`src/rtl/paddsb_arb.sv`:
```
// Two-port round-robin arbiter sharing one saturating nibble adder (PADDSB).
// The winner's operands are latched, added lane-wise, and returned to that port only.
module paddsb_arb (
  input  logic        clk,
  input  logic        rst,
  input  logic        req0,
  input  logic [15:0] a0,
  input  logic [15:0] b0,
  input  logic        req1,
  input  logic [15:0] a1,
  input  logic [15:0] b1,
  output logic        gnt0,
  output logic        gnt1,
  output logic        done0,
  output logic        done1,
  output logic [15:0] sum,
  output logic [3:0]  sat,
  output logic        busy
);

  typedef enum logic [0:0] {
    S_IDLE = 1'b0,
    S_BUSY = 1'b1
  } state_t;

  state_t      r_state;
  state_t      w_state_nxt;
  logic [15:0] r_opa;
  logic [15:0] r_opb;
  logic [15:0] r_sum;
  logic [15:0] w_sum;
  logic [3:0]  r_sat;
  logic [3:0]  w_sat;
  logic        r_last_gnt;
  logic        r_win;
  logic        r_gnt0;
  logic        r_gnt1;
  logic        r_done0;
  logic        r_done1;
  logic        r_busy;
  logic        w_take;
  logic        w_finish;
  logic        w_win1;

  function automatic logic f_lane_ovf(input logic [3:0] a, input logic [3:0] b);
    logic [3:0] r;
    r = a + b;
    return (a[3] == b[3]) && (r[3] != a[3]);
  endfunction

  paddsb u_paddsb (
    .i_a   (r_opa),
    .i_b   (r_opb),
    .o_sum (w_sum)
  );

  // Saturation flags are recomputed locally rather than inferred from the adder output.
  always_comb begin
    w_sat = 4'h0;
    for (int i = 0; i < 4; i++) begin
      w_sat[i] = f_lane_ovf(r_opa[4*i +: 4], r_opb[4*i +: 4]);
    end
  end

  always_ff @(posedge clk or posedge rst) begin
    if (rst) begin
      r_state <= S_IDLE;
    end else begin
      r_state <= w_state_nxt;
    end
  end

  always_comb begin
    w_state_nxt = r_state;
    case (r_state)
      S_IDLE: begin
        if (req0 || req1) begin
          w_state_nxt = S_BUSY;
        end else begin
          w_state_nxt = S_IDLE;
        end
      end
      S_BUSY:  w_state_nxt = S_IDLE;
      default: w_state_nxt = S_IDLE;
    endcase
  end

  // On a tie the port that did not win last time takes the adder.
  always_comb begin
    w_take   = 1'b0;
    w_finish = 1'b0;
    w_win1   = 1'b0;
    case (r_state)
      S_IDLE: begin
        w_take = req0 | req1;
        if (req0 && req1) begin
          w_win1 = ~r_last_gnt;
        end else begin
          w_win1 = req1;
        end
      end
      S_BUSY: begin
        w_finish = 1'b1;
      end
      default: begin
        w_take   = 1'b0;
        w_finish = 1'b0;
        w_win1   = 1'b0;
      end
    endcase
  end

  always_ff @(posedge clk or posedge rst) begin
    if (rst) begin
      r_opa      <= 16'h0000;
      r_opb      <= 16'h0000;
      r_win      <= 1'b0;
      r_last_gnt <= 1'b1;
      r_gnt0     <= 1'b0;
      r_gnt1     <= 1'b0;
    end else begin
      r_gnt0 <= w_take & ~w_win1;
      r_gnt1 <= w_take & w_win1;
      if (w_take) begin
        r_opa      <= w_win1 ? a1 : a0;
        r_opb      <= w_win1 ? b1 : b0;
        r_win      <= w_win1;
        r_last_gnt <= w_win1;
      end
    end
  end

  // Result, done pulse and busy flag; sum/sat only move on a completion.
  always_ff @(posedge clk or posedge rst) begin
    if (rst) begin
      r_sum   <= 16'h0000;
      r_sat   <= 4'h0;
      r_done0 <= 1'b0;
      r_done1 <= 1'b0;
      r_busy  <= 1'b0;
    end else begin
      r_done0 <= w_finish & ~r_win;
      r_done1 <= w_finish & r_win;
      r_busy  <= (w_state_nxt == S_BUSY);
      if (w_finish) begin
        r_sum <= w_sum;
        r_sat <= w_sat;
      end
    end
  end

  assign gnt0  = r_gnt0;
  assign gnt1  = r_gnt1;
  assign done0 = r_done0;
  assign done1 = r_done1;
  assign sum   = r_sum;
  assign sat   = r_sat;
  assign busy  = r_busy;

endmodule

// Lane-wise signed saturating add of four independent 4-bit lanes.
module paddsb (
  input  logic [15:0] i_a,
  input  logic [15:0] i_b,
  output logic [15:0] o_sum
);

  function automatic logic [3:0] f_sat_lane(input logic [3:0] a, input logic [3:0] b);
    logic [3:0] r;
    logic [3:0] f;
    r = a + b;
    if ((a[3] == b[3]) && (r[3] != a[3])) begin
      f = a[3] ? 4'h8 : 4'h7;
    end else begin
      f = r;
    end
    return f;
  endfunction

  always_comb begin
    o_sum = 16'h0000;
    for (int i = 0; i < 4; i++) begin
      o_sum[4*i +: 4] = f_sat_lane(i_a[4*i +: 4], i_b[4*i +: 4]);
    end
  end

endmodule

```
`config.mk`:
```
export PLATFORM = sky130hd
export DESIGN_NAME = paddsb_arb
export DESIGN_NICKNAME = d
export VERILOG_FILES = /design/src/rtl/paddsb_arb.sv
export SDC_FILE = /design/constraint.sdc
export NUM_CORES = 1
export LEC_CHECK = 0
export CORE_UTILIZATION = 45
export CTS_BUF_LIST = sky130_fd_sc_hd__clkbuf_4
export DETAILED_ROUTE_END_ITERATION = 8
export GPL_TIMING_DRIVEN = 0
export PLACE_DENSITY = 0.78
export SYNTH_ARGS = -nofsm -noshare
export SYNTH_HDL_FRONTEND = slang
export SYNTH_SLANG_ARGS = --single-unit
```
`constraint.sdc`:
```
create_clock -name clk -period 5 [get_ports clk]
set_input_delay 1.5 -clock clk [delete_from_list [all_inputs] [get_ports clk]]
set_output_delay 1.5 -clock clk [all_outputs]
set_load 0.02 [all_outputs]
```
[Word level (Yosys, flattened, before mapping)]
Cells that the tools add are included.
Word-level totals
  bits in registers: 59
Operators by class
  bitwise gates (word level): 9
  equal/unequal tests: 8
  mux-type cells: 16
  $add $sub $neg: 4
  reductions and logical operators: 6
Operator list (count)
  $mux 16: 2
  $mux 4: 8
  $add 4x4->4: 4
  $logic_and 1x1->1: 5
  $mux 1: 5
  $and 1x1->1: 4
  $eq 1x1->1: 4
  $ne 1x1->1: 4
  $not 1->1: 4
  $pmux 1 s2: 1
  $logic_or 1x1->1: 1
  $or 1x1->1: 1

[Depth between registers and ports, before layout]
  depth in word-level cells: 5
  gate-level depth with buffers: 6
  mapped depth without buffers: 6

[Hierarchy]
A second synthesis with hierarchy kept.
Second synthesis, totals
  cell total of the unflattened synthesis: 322
  area, all modules: 3485.8 sq um
By module, submodules not included
  paddsb_arb: cells each 222, area each 2712.6 sq um, times used 1, seq. area each 1477.7 sq um
  paddsb: cells each 100, area each 773.2 sq um, times used 1, seq. area each 0.0 sq um

[Worst setup path before layout]
Ideal clock, no wire load.
  path type: input to register
  start point: in req1
  end point: reg r_opa[5]
  data required time: 4.918 ns
  library setup time: 0.082 ns
  arrival: 2.190 ns
  stages on the path: 5
  setup slack: 2.728 ns
  cell sequence: buf_6 o21ba_4 buf_6 buf_6 a31oi_1
On the way
  longest elaborated chain between the ends: 4
  elaborated cells between the ends (all ways): 6
RTL lines
  start: declaration: RTL line 9  | input logic req1,
  $logic_and 1x1->1: RTL line 96  | if (req0 && req1) begin
  $mux 1: RTL line 96
  $mux 1: RTL line 93  | case (r_state)
  $mux 16: RTL line 125  | r_opa <= w_win1 ? a1 : a0;
  end signal: assignment: RTL line 125
  end: declaration: RTL line 28  | logic [15:0] r_opa;
Several ways; a longest one is shown, not always the timed one.
A chain may end at the register's enable or synchronous reset.

[Worst setup path after layout]
  start point: reg r_sum[0] (netlist: sum[0])
  end point: out sum[0]
RTL lines
  start: declaration: RTL line 30  | logic [15:0] r_sum;
  start signal: assignment: RTL line 146  | r_sum <= w_sum;
  end: declaration: RTL line 16  | output logic [15:0] sum,
No word-level cell between the ends.

==> run metrics <==
Pins Over Slew Limit=0; number of global-route vias before repair=3338; Die Span Y=89.49 um; CP Buf/Inv Count=1; CTS Hold Buffers Added=0; part of the power in registers=35.3%; status=finished clean; leakage=1.869 nW; synth top area cells=dfrtp_1 (42%), o2111ai_1 (8.1%), a31oi_1 (6.2%), o21ai_0 (4.8%), ha_1 (4.4%); Post-DP HPWL=7.519 mm; Post-CTS Resized=0; clock latency on the worst-skew pair=0.42 ns; final hold violations=0; power share of the clock group=around 20%; proportion of layout cells with a drive suffix above 1=9.895%; hold crit path type=reg2reg; DRT Pass-1 Iters=5; cts bufs inserted=9; initial antenna violation count=0; clk sinks=slightly below 60; clock tree buffer depth=2; fin crit period=about 2.9 ns; Max-slew headroom=52.42%; Critical Path RT=~3.5 ns; Pint=1.255 mW; IO buf count=between 90 and 100; Cell variety after synth=41; TNS Setup=0 ns; Clock H-tree levels=3; maximum vdd ir drop=188.4 uV; Worst Clk Skew=0.01381 ns; EDFF count, synth=0; Power Total=around 2.0 mW; Initial DRC Count=between 200 and 250; most common cell in the netlist=dfrtp_1; fillers=592; CTS tree=done; period utilization=57.77%; GP Congestion=0.8608; Async S/R FF share, synth=100.0%; Comb pwr share=45.0%; Initial Util=46.99%; Worst path slowest cell=clkdlybuf4s50_1; critical path, cell by cell=clkdlybuf4s50_1; post-synthesis average cell area=9.386 sq um; root buf cell=clkbuf_4; DRC viols=0; WHS=0.4562 ns; WS Path Type=reg2out; fin nets=554; CP arrival=roughly 1.4 ns; pin count of the biggest net entering global routing=32; setup bufs post-CTS=0; post-DR vias/cell=~6.1; Slew @ Worst Pin=between 0.7 and 0.8 ns; fraction of the yosys area taken by sequential cells=42.90%; Synth Flop Type=dfrtp_1; Yosys top cell by area=dfrtp_1; # diodes=0; Syn-to-layout area delta=35.27%; fmax=346.2 MHz; first-pass GRT wire length=~16 mm; Core Region=7331 sq um; clock slew at reported path FFs=0.11 ns; DRT Wirelength=just over 10 mm; CP delay by family, top=buffers and inverters; Yosys Warn Count=0; Synth top area share=a little over two fifths; Switch Pwr=just under 800 uW; Syn Inst Count=367; CP endpoint kind=output pin; Finished Core Util=between 60 and 70%; Finished Cell Area=4659 sq um; top cells by count, synth=dfrtp_1 (58), nor2_1 (39), a31oi_1 (34), o21ai_0 (33), o2111ai_1 (32); FF/Latch Area=1478 sq um; die area=8008 sq um; DP Area=4499 sq um; Final WS setup=2.111 ns; unrepaired setup endpoints after global routing=no; Overflow after GRT=0; Seq cells post-synth=between 50 and 60; Place WS=1.940 ns; Placed Instances=558; routed len/inst=between 15 and 20 um; sw frac=a little under two fifths; vias=3480; Max FO, Critical Path=2; CP Launch Type=register; Ports=93; Post-DRT Antenna Nets=0; multi-input logic area=1708 sq um; Syn Nets=451; synthesized cell area=3445 sq um; gr usage total=27.32%; Worst path max stage delay=~0.6 ns; max-cap violations=0; die width=89.49 um; Cell Count, Final, Fillers Out=574; pwr dens=around 440 nW/um^2; endpoints failing setup=0; row count=31
power by group through the flow:
stage / Clock [mW] / Combinational (mW) / Sequential, mW
global placement: 0 / 0.878 / 0.720
finish: 0.401 / 0.913 / 0.716
global route: 0.425 / 1.01 / 0.734
floorplan: 0 / 0.480 / 0.796
detailed placement: 0 / 0.905 / 0.724
CTS: 0.403 / 0.913 / 0.715
cell families after synthesis:
kind of cell    synth area share [%]
compound gates                 32.80
xor+xnor                       1.017
fa+ha+maj                      6.684
buf+inv                        7.519
flops                          42.90
simple gates                   9.081
worst paths after layout:
check / from / to / slack (ns) / cells past startpoint
worst max-delay path: sum[0] / sum[0] / 2.11 / 1
worst min-delay path: r_win / done0 / 0.46 / 1
worst max register to register: r_opa[0] / sum[1] / 3.32 / 6
worst min register to register: r_win / done0 / 0.46 / 1
max in group asynchronous: rst / r_opa[13] / 2.93 / 3
min in group asynchronous: rst / sum[4] / 1.47 / 2
per-layer routing:
layer / up-vias / GRT usage (%) / wire length, um
li1: 1608 / - / -
met1: 1697 / 33.63 / 4202
met2: 154 / 46.29 / 4952
met3: 21 / 5.171 / 692
met4: 0 / 13.13 / 272
met5: - / 0 / 0
cell type report:
| type | count | share of cell area [%] |
|---|---|---|
| buffer | 32 | 4.028 |
| tap | 99 | 2.658 |
| timing repair buffer | 92 | 19.98 |
| sequential | 59 | 31.71 |
| inverter | 19 | 1.531 |
| clock inverter | 5 | 1.665 |
| clock buffer | 11 | 1.772 |
| multi-input combinational | 257 | 36.65 |
state kept, by name, indices dropped and copies added, names as in the netlist:
name        cells
busy            1
r_opa          16
sum            16
r_opb          16
sat             4
gnt1            1
done0           1
r_last_gnt      1
done1           1
r_win           1
gnt0            1
cells in the final DEF (no fill, tap or decap), types with 5 or more instances in the layout:
cell             count
nand3_1              6
clkbuf_4            11
o21ai_1             13
a31oi_1             34
clkbuf_1             9
nand2_1             16
a21oi_1             12
inv_1               15
a211oi_1             6
clkdlybuf4s50_1     91
nor2_1              39
buf_2               15
buf_6                5
dfrtp_1             58
o21ai_0             33
o2bb2ai_1           11
o2111ai_1           32
a221oi_1             5
ha_1                12
(Power assumes the default switching activity.)
